==> src/rtl/shared_bv_pkg.sv <==
// Shared types and defaults for the masked bitvector join controller.
// Holds the sequencing state enum and half/full shared-vector typedefs.
`timescale 1ns/1ps
package shared_bv_pkg;

  localparam int NUM_SHARES_DEF = 2;
  localparam int HALF_WIDTH_DEF = 15;
  localparam int BIT_WIDTH_DEF  = 2 * HALF_WIDTH_DEF;

  typedef enum logic [1:0] {
    WAIT_LO = 2'd0,
    WAIT_HI = 2'd1,
    FULL    = 2'd2
  } join_state_e;

  typedef logic [NUM_SHARES_DEF-1:0][HALF_WIDTH_DEF-1:0] half_sv_t;
  typedef logic [NUM_SHARES_DEF-1:0][BIT_WIDTH_DEF-1:0]  full_sv_t;

endpackage

==> src/rtl/join_shared_bv.sv <==
// Concatenates the hi/lo half registers into the full-width share vector.
// Each share is wired independently; shares never meet.
`timescale 1ns/1ps
module join_shared_bv
  import shared_bv_pkg::*;
#(
  parameter int NUM_SHARES = NUM_SHARES_DEF,
  parameter int HALF_WIDTH = HALF_WIDTH_DEF
) (
  input  logic [NUM_SHARES-1:0][HALF_WIDTH-1:0]   lo_i,
  input  logic [NUM_SHARES-1:0][HALF_WIDTH-1:0]   hi_i,
  output logic [NUM_SHARES-1:0][2*HALF_WIDTH-1:0] bv_o
);

  // Per-share {hi, lo} concatenation
  for (genvar i = 0; i < NUM_SHARES; i++) begin : g_share
    assign bv_o[i] = {hi_i[i], lo_i[i]};
  end

endmodule

==> src/rtl/join_shared_bv_seq.sv <==
// Sequencing controller: collects lo then hi half of a masked bitvector
// over valid/ready and presents the joined word on a registered output.
// Optional build macro JOIN_SEQ_CLEAR_EN zeroes the half registers after
// an output handshake (without a new lo) or a flush.
`timescale 1ns/1ps
module join_shared_bv_seq
  import shared_bv_pkg::*;
#(
  parameter  int NUM_SHARES = NUM_SHARES_DEF,
  parameter  int HALF_WIDTH = HALF_WIDTH_DEF,
  localparam int BIT_WIDTH  = 2 * HALF_WIDTH
) (
  input  logic                                 in_clock,
  input  logic                                 in_reset,
  input  logic                                 in_flush,
  input  logic [NUM_SHARES-1:0][HALF_WIDTH-1:0] in_half,
  input  logic                                 in_valid,
  output logic                                 in_ready,
  output logic [NUM_SHARES-1:0][BIT_WIDTH-1:0]  out_bv,
  output logic                                 out_valid,
  input  logic                                 out_ready
);

  join_state_e                          state_q, state_d;
  logic [NUM_SHARES-1:0][HALF_WIDTH-1:0] lo_q, lo_d;
  logic [NUM_SHARES-1:0][HALF_WIDTH-1:0] hi_q, hi_d;
  logic                                 xfer;

  // Ready depends only on the held state, out_ready and flush
  assign in_ready  = ~in_flush & ((state_q != FULL) | out_ready);
  assign xfer      = in_valid & in_ready;
  assign out_valid = (state_q == FULL);

  // Next-state and half-register load selection
  always_comb begin
    state_d = state_q;
    lo_d    = lo_q;
    hi_d    = hi_q;
    if (in_flush) begin
      state_d = WAIT_LO;
`ifdef JOIN_SEQ_CLEAR_EN
      lo_d    = '0;
      hi_d    = '0;
`endif
    end else begin
      unique case (state_q)
        WAIT_LO: begin
          if (xfer) begin
            lo_d    = in_half;
            state_d = WAIT_HI;
          end
        end
        WAIT_HI: begin
          if (xfer) begin
            hi_d    = in_half;
            state_d = FULL;
          end
        end
        FULL: begin
          // out_ready implies in_ready here, so xfer is a same-cycle new lo
          if (out_ready) begin
            if (xfer) begin
              lo_d    = in_half;
              state_d = WAIT_HI;
`ifdef JOIN_SEQ_CLEAR_EN
              hi_d    = '0;
`endif
            end else begin
              state_d = WAIT_LO;
`ifdef JOIN_SEQ_CLEAR_EN
              lo_d    = '0;
              hi_d    = '0;
`endif
            end
          end
        end
        default: state_d = WAIT_LO;
      endcase
    end
  end

  // State and half registers; reset discards any partial word at once
  always_ff @(posedge in_clock or negedge in_reset) begin
    if (!in_reset) begin
      state_q <= WAIT_LO;
      lo_q    <= '0;
      hi_q    <= '0;
    end else begin
      state_q <= state_d;
      lo_q    <= lo_d;
      hi_q    <= hi_d;
    end
  end

  join_shared_bv #(
    .NUM_SHARES (NUM_SHARES),
    .HALF_WIDTH (HALF_WIDTH)
  ) u_join (
    .lo_i (lo_q),
    .hi_i (hi_q),
    .bv_o (out_bv)
  );

endmodule

==> config.mk <==
export PLATFORM = sky130hd
export DESIGN_NAME = join_shared_bv_seq
export DESIGN_NICKNAME = d
export VERILOG_FILES = /design/src/rtl/shared_bv_pkg.sv /design/src/rtl/join_shared_bv.sv /design/src/rtl/join_shared_bv_seq.sv
export SDC_FILE = /design/constraint.sdc
export NUM_CORES = 1
export LEC_CHECK = 0
export BUFFER_PORTS_ARGS = -buffer_cell sky130_fd_sc_hd__buf_2
export CELL_PAD_IN_SITES_DETAIL_PLACEMENT = 0
export CELL_PAD_IN_SITES_GLOBAL_PLACEMENT = 1
export CORE_UTILIZATION = 39
export DETAILED_ROUTE_END_ITERATION = 8
export GPL_ROUTABILITY_DRIVEN = 0
export PLACE_DENSITY_LB_ADDON = 0.08
export SETUP_SLACK_MARGIN = 0.02
export SYNTH_ARGS = -nofsm -noshare
export SYNTH_HDL_FRONTEND = slang
export SYNTH_SLANG_ARGS = --single-unit
==> constraint.sdc <==
create_clock -name in_clock -period 1.85 [get_ports in_clock]
set_input_delay 0.0925 -clock in_clock [delete_from_list [all_inputs] [get_ports in_clock]]
set_output_delay 0.0925 -clock in_clock [all_outputs]
set_load 0.01 [all_outputs]
Word level (Yosys, flattened, before mapping)
Cells that the tools add are included.

Register bits after elaboration: 62. Input bits: 35. Output and inout port bits: 62. Logic and storage cells: 30.

Equality and inequality tests: 7. Muxes and demuxes: 9. Bitwise operators: 4. Reductions and logical operators: 5.

Operators with widths (count): two-way mux 30 bit (2); case mux 30 bit (2 select lines) (1); AND reduction 3 bit (3); two-way mux 2 bit (4); != test 3 bit (second input constant) (2); case mux 2 bit (3 select lines) (1); != test 3 x 2 -> 1 bit (second input constant) (1); AND 1 bit (2); equality test 2 x 1 -> 1 bit (second input constant) (1); equality test 2 bit (second input constant) (1); zero test 2 bit (1); != test 2 x 1 -> 1 bit (second input constant) (1); != test 2 bit (second input constant) (1); nonzero test 2 bit (1); two-way mux 1 bit (1); inverter 1 bit (1); bitwise OR 1 bit (1).

Logic depth before layout (Yosys ltp)
Depth in word-level cells: 8. Mapped depth: 5. Depth with buffers taken out: 3.

By module
Synthesis repeated with hierarchy kept, for this count alone.

Cells, all modules: 201. Area total of the unflattened synthesis: 2939.1 um^2.

Modules (own cells, without submodules): join_shared_bv_seq (times used 1, cells an instance 141, area each 2488.6 um^2, sequential area each 1551.5 um^2); join_shared_bv (times used 1, cells an instance 60, area each 450.4 um^2, sequential area each 0.0 um^2).

Least setup slack after synthesis
OpenSTA, ideal clock, no wires.

Path kind: reg-to-reg. From: reg state_q[1]. To: reg hi_q[0] in the netlist's numbering. Setup time: 0.125 ns. Arrival time: 1.216 ns. Required time: 1.725 ns. Setup slack: 0.509 ns. Stages on the path, launching flop included: 6. Path buffers: 2. Clock period less this slack: 1.341 ns. Cell sequence: dfrtp_1 inv_1 and4_1 buf_6 buf_12 mux2_4.

Word-level cells in the longest chain between the ends: 5. Elaborated cells between the ends (all ways): 6. Those cells by class: eq/ne: 2; bitwise: 3; reduce/logical: 1.

Ends and longest elaborated chain: start, declared (RTL line join_shared_bv_seq.sv:24) `join_state_e state_q, state_d;`; start signal, assigned (RTL line join_shared_bv_seq.sv:89) `state_q <= state_d;`; != test 2 bit (RTL line join_shared_bv_seq.sv:30) `assign in_ready = ~in_flush & ((state_q != FULL) | out_ready);`; bitwise OR 1 bit (RTL line join_shared_bv_seq.sv:30); AND 1 bit (RTL line join_shared_bv_seq.sv:30); AND 1 bit (RTL line join_shared_bv_seq.sv:31) `assign xfer = in_valid & in_ready;`; AND reduction 3 bit (no source line) *; end signal, assigned (RTL line join_shared_bv_seq.sv:91) `hi_q <= hi_d;`; end, declared (RTL line join_shared_bv_seq.sv:26) `logic [NUM_SHARES-1:0][HALF_WIDTH-1:0] hi_q, hi_d;`.

Every way passes the cells marked *; elsewhere a longest branch is shown, timed or not. A chain may end at the register's enable or synchronous reset.

Worst setup path in the final report
From: reg state_q[1]. To: reg hi_q[8] in the netlist's numbering.

The elaborated chain is that of the path after synthesis.

==> flow_summary_export.csv <==
group,metric,value,unit
yosys,synth_compound_area_share,0.892,%
clock_network,cts_setup_buffers,0,
power,power_density,1280,nW/um^2
sta,drv_slew,0,
sta,period_share,87.4,%
sta,min_period,1620,ps
routing,drt-pass1-iter-count,2,
sta,whs,17.9,ps
yosys,syn_inst,142,
floorplan,io_pins,97,
floorplan,die_h,82.5,um
global_routing,grt_pass1_wl,8250,um
critical_path,r2r_end,"hi_q[8]",
power,p_leak,1.74,nW
floorplan,die_area,6800,sq um
yosys,synth_top_cell_by_area,"dfrtp_1",
status,outcome,"completed",
sta,slew_headroom,59.6,%
yosys,synth-simple-area-share,1.83,%
global_routing,grt.overflow.total,0,
final_layout,area_growth,40.0,%
worst_hold_path,min_from,"in_half[27]",
critical_path,cpLargestDelayFamily,"buffers and inverters",
critical_path,crit_type,"reg -> reg",
clock_network,cts.path.max_buffers,2,
final_layout,final_common_cell,"buf_2",
yosys,synth_fa_ha_area_share,0,%
critical_path,cp.depth,4,
sta,setup_viol,0,
sta,finalSetupTns,0,ps
yosys,syn_area,2530,sq um
final_layout,layout.nets,309,
critical_path,cp_slowest_cell,"dfrtp_1",
final_layout,post-route-util,58.0,%
sta,rsz0062_at_grt,"no",
routing,top_layer,"met4",
yosys,avgSynthCellArea,17.8,sq um
routing,dr_total_vias,1665,
yosys,synth_nets,177,
floorplan,start_util,41.4,%
routing,ant_nets,0,
clock_network,cts-root-buf,"clkbuf_8",
critical_path,crit_required,2070,ps
clock_network,cts-buffers-inserted,9,
power,p_sw_share,27.7,%
global_routing,grt_max_degree,38,
yosys,synth_warnings,0,
sta,worst_pin_slew,603,ps
critical_path,path_buf_inv,2,
power,ir_worst_vdd,712,uV
critical_path,endpoint_kind,"flop",
yosys,ys_top_cells_by_area,"dfrtp_1, mux2_4, mux2_2, buf_12, buf_6",
power,pwr-share-comb,29.4,%
global_routing,grt_pass1_vias,1791,
routing,viasPerCell,4.72,
clock_network,cts_tree,"built",
power,power_frac_seq,43.5,%
run,drv_cap,0,
final_layout,antenna_cells,0,
power,internal_power,3.26,mW
clock_network,htreeDepth,3,
critical_path,critPathLaunchType,"flop",
clock_network,clock_latency,330,ps
worst_hold_path,hold_path_end,"lo_q[27]",
sta,max_freq,0.618,GHz
floorplan,row_count,28,
placement,portBuffers,96,
yosys,yosysTopAreaCellShare,61.4,%
clock_network,numClockSinks,62,
worst_hold_path,hold_depth,2,
critical_path,critPathMaxFanout,13,
critical_path,rr_startpoint,"state_q[1]",
sta,fin_skew,6.29,ps
routing,post-route-drc-count,0,
clock_network,cts.reportedPaths.clkPinSlew,70,ps
sta,final_hold_viol_count,0,
yosys,yosysUniqueCellTypes,17,
power,finalPower,4.51,mW
placement,place_hpwl,3730,um
critical_path,rr_worst_depth,4,
worst_hold_path,hp-class,"in -> reg",
yosys,ys_ff_latch,62,
global_routing,antenna_found_initial,0,
critical_path,r2r_slack,230,ps
floorplan,die_w,82.5,um
routing,drt-total-wl,5470,um
routing,wl_met1,2340,um
yosys,synth_top_family_by_area,"multiplexers",
power,clkPwrFrac,27.1,%
global_routing,gr-usage-all-layers,17.2,%
final_layout,layout_common_cells,"buf_2, dfrtp_1, mux2_4",
final_layout,drive_gt1_share,62.9,%
yosys,synth-xor-area-share,0.347,%
routing,drt_first_iter_violations,37,
yosys,yosysSeqAreaShare,61.4,%
power,power.switching,1.25,mW
floorplan,core_area,6100,sq um
routing,wl_met2,2640,um
routing,wl_per_cell,15.5,um
critical_path,worstPathCellList,"inv_1 > and4_2 > buf_4 > mux2_4",
critical_path,cpPeakStageDelay,370,ps
routing,wl_met3,434,um
yosys,synthMuxAreaShare,31.1,%
critical_path,cp_data_arrival_time,1830,ps
[worst max path at each step]
stage | from | endpoint | slack [ps]
5_1_grt | state_q[1] | hi_q[29] | 180
2_1_floorplan | state_q[1] | hi_q[0] | 510
3_5_place_dp | state_q[1] | lo_q[16] | 50
4_1_cts | state_q[1] | lo_q[1] | 40
3_3_place_gp | state_q[1] | lo_q[8] | 100
6_report | state_q[1] | hi_q[8] | 230
[worst reg2reg max path: stages, from the launching register on]
cell	delay, ps
dfrtp_1	370
inv_1	230
and4_2	290
buf_4	280
mux2_4	340
[power groups by stage]
stage                     sequential [mW]  combinational (mW)  clock [mW]
after detailed placement             1.98                1.29           0
after CTS                            1.96                1.34        1.27
after global placement               1.96                1.27           0
final                                1.96                1.33        1.22
after floorplan                      2.16               0.544           0
after global routing                 2.02                1.44        1.33
[timing repair]
item,4_1_cts,5_1_grt
endpoints found under the hold margin,58,2
gates resized for setup,0,1
endpoints found under the setup margin,0,28
hold buffers,25,2
[synth_stat cells (all sizes together)]
master	instances
and4	1
dfrtp	62
nor2	3
xor2	1
buf	7
nor3b	1
and3b	1
mux2	60
inv	2
o21ai	1
a21oi	1
nor3	1
a21o	1
[routing by layer]
layer,vias up,track usage (%)
met4,0,5.79
met2,70,28.6
li1,760,-
met1,829,19.8
met5,-,0
met3,6,7.47
[state kept, by name, indices dropped and copies added, names as in the netlist]
| name | cells |
|---|---|
| lo_q | 30 |
| hi_q | 30 |
| state_q | 2 |
[through the flow]
stage                     std cells  cell area [sq um]  worst slack [ps]
after floorplan                 142               2530               509
after global placement          310               3050              99.2
after detailed placement        310               3050              45.9
after CTS                       350               3500              38.0
after global routing            353               3540               175
final                           353               3540               232
[cells by family (layout without fill, tap and decap cells)]
logic type	Yosys count	after routing
DFF	62	62
and+or+nand+nor	7	7
buffers and inverters	9	144
AOI/OAI and AO/OA	3	4
xor gates and xnor gates	1	1
muxes	60	60
[cell type report]
| cell class | instances | area (sq um) |
|---|---|---|
| clock buffer | 11 | 131 |
| clock inverter | 4 | 72.6 |
| fill | 502 | 2560 |
| inverter | 2 | 7.51 |
| multi-input combinational | 72 | 887 |
| sequential | 62 | 1550 |
| tap | 75 | 93.8 |
| timing repair buffer | 127 | 793 |
No activity file was read; power rests on OpenSTA's default activity.
